File: src/rtl/if_fetch_queue_pkg.sv
// Shared definitions for the instruction-fetch queue.
// `XLEN : PC / instruction width used across the fetch path
// `NOP  : canonical no-op encoding (addi x0, x0, 0)
// The package carries the default geometry of the queue.
`ifndef IF_FETCH_QUEUE_DEFINES
`define IF_FETCH_QUEUE_DEFINES
`define XLEN 32
`define NOP 32'h00000013
`endif

package if_fetch_queue_pkg;
   localparam int unsigned IFQ_XLEN  = `XLEN;
   localparam int unsigned IFQ_DEPTH = 4;
   localparam int unsigned IFQ_AW    = $clog2(IFQ_DEPTH);
endpackage

File: src/rtl/if_fetch_queue.sv
// Instruction-fetch queue between the PC generator and decode.
// Issues in-order icache requests for i_pc and buffers PC/instruction
// pairs in a DEPTH-entry circular queue. The head entry is offered to
// decode via o_id_valid/i_id_ready. i_flush drops all queued entries and
// remembers how many in-flight responses must be discarded (kill_cnt).
// Ports:
//   i_clk, i_rst                       clock, synchronous active-high reset
//   i_pc, i_pc_valid, o_halt           PC generator side
//   i_flush                            redirect, kills everything older
//   o_ic_req, o_ic_addr, i_ic_gnt      icache request channel
//   i_ic_rvalid, i_ic_rdata            icache in-order response channel
//   o_id_valid, o_id_pc, o_id_instr,
//   i_id_ready                         decode handshake
//   o_count                            allocated entries
module if_fetch_queue
   import if_fetch_queue_pkg::*;
#(
   parameter int unsigned DEPTH = IFQ_DEPTH,
   parameter int unsigned AW    = IFQ_AW,
   parameter int unsigned XLEN  = IFQ_XLEN
) (
   input  logic            i_clk,
   input  logic            i_rst,
   input  logic [XLEN-1:0] i_pc,
   input  logic            i_pc_valid,
   input  logic            i_flush,
   output logic            o_halt,
   output logic            o_ic_req,
   output logic [XLEN-1:0] o_ic_addr,
   input  logic            i_ic_gnt,
   input  logic            i_ic_rvalid,
   input  logic [XLEN-1:0] i_ic_rdata,
   output logic            o_id_valid,
   output logic [XLEN-1:0] o_id_pc,
   output logic [XLEN-1:0] o_id_instr,
   input  logic            i_id_ready,
   output logic [AW:0]     o_count
);

   localparam logic [AW+1:0] DEPTH_W = (AW+2)'(DEPTH);

   logic [AW-1:0]   wr_ptr_q, wr_ptr_d;
   logic [AW-1:0]   rd_ptr_q, rd_ptr_d;
   logic [AW-1:0]   fill_ptr_q, fill_ptr_d;
   logic [AW:0]     count_q, count_d;
   logic [AW:0]     unfilled_q, unfilled_d;
   logic [AW:0]     kill_cnt_q, kill_cnt_d;

   logic [XLEN-1:0] pc_q    [DEPTH];
   logic [XLEN-1:0] pc_d    [DEPTH];
   logic [XLEN-1:0] instr_q [DEPTH];
   logic [XLEN-1:0] instr_d [DEPTH];
   logic [DEPTH-1:0] filled_q, filled_d;

   logic space;
   logic issue;
   logic deq;
   logic resp_keep;
   logic resp_kill;

   assign o_ic_addr  = i_pc;
   assign o_id_pc    = pc_q[rd_ptr_q];
   assign o_id_instr = instr_q[rd_ptr_q];
   assign o_count    = count_q;

   always_comb begin
      // Slots still owed to killed responses count as occupied so the
      // icache never has more than DEPTH responses outstanding.
      space      = ({1'b0, count_q} + {1'b0, kill_cnt_q}) < DEPTH_W;
      o_ic_req   = i_pc_valid & space & ~i_flush & ~i_rst;
      issue      = o_ic_req & i_ic_gnt;
      o_halt     = i_rst | (~i_flush & ~issue);
      o_id_valid = filled_q[rd_ptr_q] & (count_q != '0) & ~i_flush & ~i_rst;
      deq        = o_id_valid & i_id_ready;
      resp_kill  = i_ic_rvalid & (kill_cnt_q != '0);
      resp_keep  = i_ic_rvalid & (kill_cnt_q == '0);

      wr_ptr_d   = wr_ptr_q;
      rd_ptr_d   = rd_ptr_q;
      fill_ptr_d = fill_ptr_q;
      count_d    = count_q;
      unfilled_d = unfilled_q;
      kill_cnt_d = kill_cnt_q;
      pc_d       = pc_q;
      instr_d    = instr_q;
      filled_d   = filled_q;

      if (i_flush) begin
         // A response in the flush cycle belongs to an older fetch and is
         // dropped here, so it is not added to the kill debt.
         rd_ptr_d   = wr_ptr_q;
         fill_ptr_d = wr_ptr_q;
         count_d    = '0;
         unfilled_d = '0;
         kill_cnt_d = kill_cnt_q + unfilled_q - (AW+1)'(i_ic_rvalid);
      end else begin
         if (issue) begin
            pc_d[wr_ptr_q]     = i_pc;
            filled_d[wr_ptr_q] = 1'b0;
            wr_ptr_d           = wr_ptr_q + 1'b1;
         end
         if (resp_kill) begin
            kill_cnt_d = kill_cnt_q - 1'b1;
         end else if (resp_keep) begin
            instr_d[fill_ptr_q]  = i_ic_rdata;
            filled_d[fill_ptr_q] = 1'b1;
            fill_ptr_d           = fill_ptr_q + 1'b1;
         end
         if (deq) begin
            rd_ptr_d = rd_ptr_q + 1'b1;
         end
         count_d    = count_q + (AW+1)'(issue) - (AW+1)'(deq);
         unfilled_d = unfilled_q + (AW+1)'(issue) - (AW+1)'(resp_keep);
      end
   end

   always_ff @(posedge i_clk) begin
      if (i_rst) begin
         wr_ptr_q   <= '0;
         rd_ptr_q   <= '0;
         fill_ptr_q <= '0;
         count_q    <= '0;
         unfilled_q <= '0;
         kill_cnt_q <= '0;
      end else begin
         wr_ptr_q   <= wr_ptr_d;
         rd_ptr_q   <= rd_ptr_d;
         fill_ptr_q <= fill_ptr_d;
         count_q    <= count_d;
         unfilled_q <= unfilled_d;
         kill_cnt_q <= kill_cnt_d;
      end
      pc_q     <= pc_d;
      instr_q  <= instr_d;
      filled_q <= filled_d;
   end

endmodule

File: config.mk
export PLATFORM = sky130hd
export DESIGN_NAME = if_fetch_queue
export DESIGN_NICKNAME = d
export VERILOG_FILES = /design/src/rtl/if_fetch_queue_pkg.sv /design/src/rtl/if_fetch_queue.sv
export SDC_FILE = /design/constraint.sdc
export NUM_CORES = 1
export LEC_CHECK = 0
export ABC_AREA = 1
export BUFFER_PORTS_ARGS = -buffer_cell sky130_fd_sc_hd__buf_2
export CORE_MARGIN = 2
export CORE_UTILIZATION = 33
export DETAILED_ROUTE_END_ITERATION = 12
export HOLD_SLACK_MARGIN = 0.06
export PLACE_DENSITY = 0.47
export SLEW_MARGIN = 20
export SYNTH_ARGS = -nofsm -noshare
export SYNTH_HDL_FRONTEND = slang
export SYNTH_SLANG_ARGS = --single-unit
File: constraint.sdc
create_clock -name i_clk -period 8 [get_ports i_clk]
set_input_delay 1.6 -clock i_clk [delete_from_list [all_inputs] [get_ports i_clk]]
set_output_delay 1.6 -clock i_clk [all_outputs]
set_load 0.01 [all_outputs]
Word-level counts from Yosys, hierarchy flattened
Cells that the tools add are included.
{ "totals": {"ff_bits": 275, "latchBits": 0, "ramBits": 0, "romBits": 0, "input_bits": 71, "out_inout_bits": 102, "memories": 0} }
{ "classes": {"add_sub_neg": 11, "multipliers": 0, "n_div": 0, "magnitude_cmp": 11, "n_eq_ne": 1, "shifts": 0, "mux": 29, "n_bitwise": 22, "reduce_logical": 14} }
{ "op_table": {"columns": ["op", "n"], "rows": [
  ["128-bit bitwise mux", 2],
  ["32-bit two-way mux", 6],
  ["32-bit binary-select mux with 2-bit select", 2],
  ["32-bit demux with 2-bit select", 2],
  ["4-bit two-way mux", 4],
  ["1-bit AND", 11],
  ["2-bit two-way mux", 5],
  ["3-bit greater-or-equal comparator, second input constant", 3],
  ["2-bit by 3-bit < comparator with 1-bit output, second input constant", 3],
  ["2-bit NOT with 3-bit output", 3],
  ["3-bit by 1-bit subtractor with 3-bit output", 3],
  ["2-bit by 1-bit adder with 2-bit output, second input constant", 3],
  ["3-bit by 1-bit adder with 3-bit output", 2],
  ["3-bit by 1-bit < comparator with 1-bit output, second input constant", 2],
  ["3-bit two-way mux", 2],
  ["2-bit nonzero test", 3],
  ["3-bit nonzero test", 2],
  ["3-bit by 3-bit adder with 4-bit output", 1],
  ["4-bit AND", 1],
  ["1-bit demux with 2-bit select", 2],
  ["2-bit by 1-bit greater-or-equal comparator with 1-bit output, second input constant", 2],
  ["1-bit logical AND", 4],
  ["4-bit by 3-bit < comparator with 1-bit output, second input constant", 1],
  ["1-bit NOT", 4],
  ["other kinds (12)", 15]
]} }

Longest topological paths before layout
{ "depth": {"ltp_word": 11, "mapped_depth": 14, "depth_no_buf": 13} }

Least setup slack after synthesis
OpenSTA, ideal clock, no wires.
{ "synth_path": {"path_type": "in2out", "from": "input i_rst", "to": "output o_halt", "arrival_time_ns": 2.195, "required_ns": 6.400, "setup_slack_ns": 4.205, "path_stages": 6, "n_path_buf": 0, "path_cell_list": "inv_2 -> nand2_4 -> nor2_4 -> nand3_4 -> nand2_1 -> nand2_1"} }
{ "synth_between": {"elab_chain_cells": 6} }
{ "synth_lines": {"columns": ["element", "line", "text"], "rows": [
  ["start: declaration", "if_fetch_queue.sv:23", "input logic i_rst,"],
  ["1-bit NOT", "if_fetch_queue.sv:70", "o_ic_req = i_pc_valid & space & ~i_flush & ~i_rst;"],
  ["1-bit AND", "if_fetch_queue.sv:70", null],
  ["1-bit AND", "if_fetch_queue.sv:71", "issue = o_ic_req & i_ic_gnt;"],
  ["1-bit NOT", "if_fetch_queue.sv:72", "o_halt = i_rst | (~i_flush & ~issue);"],
  ["1-bit AND", "if_fetch_queue.sv:72", null],
  ["1-bit bitwise OR *", "if_fetch_queue.sv:72", null],
  ["end: declaration", "if_fetch_queue.sv:27", "output logic o_halt,"]
]} }
Every way passes the cells marked *; elsewhere a longest branch is shown, timed or not.

Final worst setup path
{ "layout_path": {"from": "register rd_ptr_q[0]", "to": "output o_id_pc[29]"} }
{ "layout_between": {"elab_chain_cells": 4} }
{ "layout_lines": {"columns": ["element", "line", "text"], "rows": [
  ["start: declaration", "if_fetch_queue.sv:43", "logic [AW-1:0] rd_ptr_q, rd_ptr_d;"],
  ["start signal: assignment", "if_fetch_queue.sv:127", "rd_ptr_q <= rd_ptr_d;"],
  ["2-bit NOT with 3-bit output (implied by the code)", "if_fetch_queue.sv:62", "assign o_id_pc = pc_q[rd_ptr_q];"],
  ["32-bit binary-select mux with 2-bit select", "if_fetch_queue.sv:62", null],
  ["32-bit two-way mux (implied by the code) (2 in series)", "if_fetch_queue.sv:62", null],
  ["end: declaration", "if_fetch_queue.sv:34", "output logic [XLEN-1:0] o_id_pc,"]
]} }
Every way passes these cells. The select of a mux whose other input is x is not followed.

==> run metrics <==
Placed Cells 1386; Leakage 0.00474 uW; worst hold path class flip-flop to flip-flop; grt peak-use layer met2; Worst IR Drop VDD 0.149 mV; status finished, final reports clean; Critical Path Slowest Stage Cell buf_4; Placer Congestion 0.727; Sw Share 21.5%; worst-margin pin slew 0.853 ns; CP Buf/Inv Count 3; TNS Setup 0 ns; worst setup margin 3.33 ns; Total Wirelength 24700 um; Rel. slew slack between 40% and 50%; Clock Latency Late Sink 0.54 ns; most frequent cells in the layout edfxtp_1, buf_2, nor2_1; final worst path period share about three fifths; Overall Global Routing Usage 13.7%; Clk network pwr share 43.3%; PwrDens 248 nW/um^2; WP data arrival 3.07 ns; Yosys cell types 33; worst hold slack between 0.5 and 0.6 ns; Clk pin slew, worst setup/hold paths about 0.060 ns; CP Capture Type output pin; fillers 3213; internal power around 2600 uW; H-tree Lvls 1; fin area 13200 sq um; DRT iter0 DRCs 426; Die Ht 188 um; Ports 173; Syn-to-layout area delta 19.0%; # setup viols final 0; slowest cell delay on critical path roughly 0.71 ns; vias in the first global route roughly 6500; Gate power share 7.4%; CTS tree yes; RSZ-0062 raised after global routing no; most common cell after layout, fill and taps aside edfxtp_1; largest net degree at the start of global routing between 70 and 80; pre-CTS WS between 3 and 4 ns; mapped cell area 11100 sq um; Post-Synthesis Cells slightly above 800; postcts setup bufs 0; root buf cell clkbuf_16; Inserted Clock Buffers 30; first-pass GRT wire length 37600 um; crit-path leading delay family buffers and inverters; EDFF count, synth 260; initial antenna violation count 2; synthesis warning total 0; hold_sp fill_ptr_q[1]; Mean Syn Cell Area 13.4 sq um; clock skew between 0.015 and 0.02 ns; CORE AREA around 33000 sq um; worst path cell trace inv_4, buf_4, o21ai_0, o22ai_1, buf_2; CP Class flip-flop to output pin; Cell Count, Final, Fillers Out 1442; net count after synthesis 923; Final Hold Viols 0; Flop pwr share 49.2%; GR Layer Usage met3 2.58%; routing usage on met1 18.4%; Final Max Tran Viols 0; clock buffer depth 3; total gr overflow 0; number of vias per cell 4.63; num rows 67; placed wire-length estimate 13500 um; DR vias between 6000 and 7000; Seq/Total Area, Yosys 72.9%; PortBufs around 170; CP Max Fanout 78; #FFs+latches synth roughly 280; met2 Track Usage GR 22.9%; initial core utilization about 33%; Post-route DRC 0; crit start category flip-flop; Antenna Nets Post-Route 0; Die ar. 35200 sq um; critical path launch point rd_ptr_q[0]; min cycle time layout 4.67 ns; worst path required time 6.40 ns; placed instance area 12200 sq um; cts repair resizes 0; Synth async-reset ratio 0%; number of max-cap violations 0; Initial DRT Pass Iterations 4; cts hold-fix bufs 0; die width between 150 and 200 um; average wire per standard cell roughly 17 um; Psw around 710 uW; Clock Sinks 275; Worst R2R Start rd_ptr_q[0]; fin nets 1063; Max Freq roughly 210 MHz; layout cell share with drive strength beyond 1 25.5%; Top FF cell, synth edfxtp_1
logic make-up after synthesis:
kind of cell	count (synthesis)	share of synthesized area, %
flip-flops	275	72.9
adder cells (fa/ha/maj)	22	2.68
AND/OR/NAND/NOR	193	7.49
XOR/XNOR	6	0.473
AO/OA/AOI/OAI	215	10.6
buffers and inverters	119	5.84
worst paths after layout:
| check | endpoint | depth (start not counted) | slack (ns) |
|---|---|---|---|
| setup reg to reg | o_count[2] | 13 | 4.64 |
| hold reg to reg | fill_ptr_q[1] | 2 | 0.52 |
| setup / recovery | o_id_pc[29] | 5 | 3.33 |
| hold / removal | fill_ptr_q[1] | 2 | 0.52 |
metal layers:
metal,share of wire [%],up-vias
li1,-,3270
met1,46,3239
met2,48,134
met3,4.6,32
met4,1.5,2
met5,0.053,-
state kept, by name, indices dropped and copies added, names as in the netlist:
register    cells
instr_q       128
pc_q          128
filled_q        4
kill_cnt_q      3
o_count         3
unfilled_q      3
fill_ptr_q      2
rd_ptr_q        2
wr_ptr_q        2
cell usage after synthesis, types with 4 or more instances:
library cell	n	area [sq um]
nor2_1	148	556
buf_4	42	315
o21ai_1	19	95.1
a21oi_1	7	35.0
o21ai_0	116	581
o22ai_1	68	425
ha_1	19	238
nand2_1	24	90.1
nor2_2	4	25.0
clkbuf_2	5	25.0
dfxtp_1	15	300
inv_2	4	15.0
inv_1	39	146
edfxtp_1	260	7810
buf_2	19	95.1
clkbuf_1	8	30.0
final cells by class:
type / count / area (sq um) / share of cell area (%)
diodes: 1 / 2.50 / 0.0189
clock buffers: 35 / 791 / 5.97
clock inverters: 20 / 240 / 1.81
inverters: 43 / 164 / 1.24
multi-input cells: 436 / 2420 / 18.3
flip-flops and latches: 275 / 8110 / 61.3
well taps: 448 / 561 / 4.23
repair buffers: 184 / 951 / 7.18
worst min-delay path, stage by stage (launching register included):
cell and delay, ns:
dfxtp_1 0.34, nand2_1 0.07, a31oi_1 0.06
power groups by stage:
stage | logic, uW | clock network [uW] | registers (uW)
2_1_floorplan | 155 | 0 | 1640
3_3_place_gp | 249 | 0 | 1650
3_5_place_dp | 249 | 0 | 1650
4_1_cts | 250 | 1470 | 1620
5_1_grt | 274 | 1520 | 1620
6_report | 244 | 1420 | 1620
stage by stage:
step           utilization [%]  power [uW]
3_3_place_gp              36.6        1900
2_1_floorplan                -        1800
5_1_grt                   39.7        3420
3_5_place_dp              36.6        1900
6_report                  39.7        3280
4_1_cts                   39.7        3330
Power figures use the tool's default switching activity.
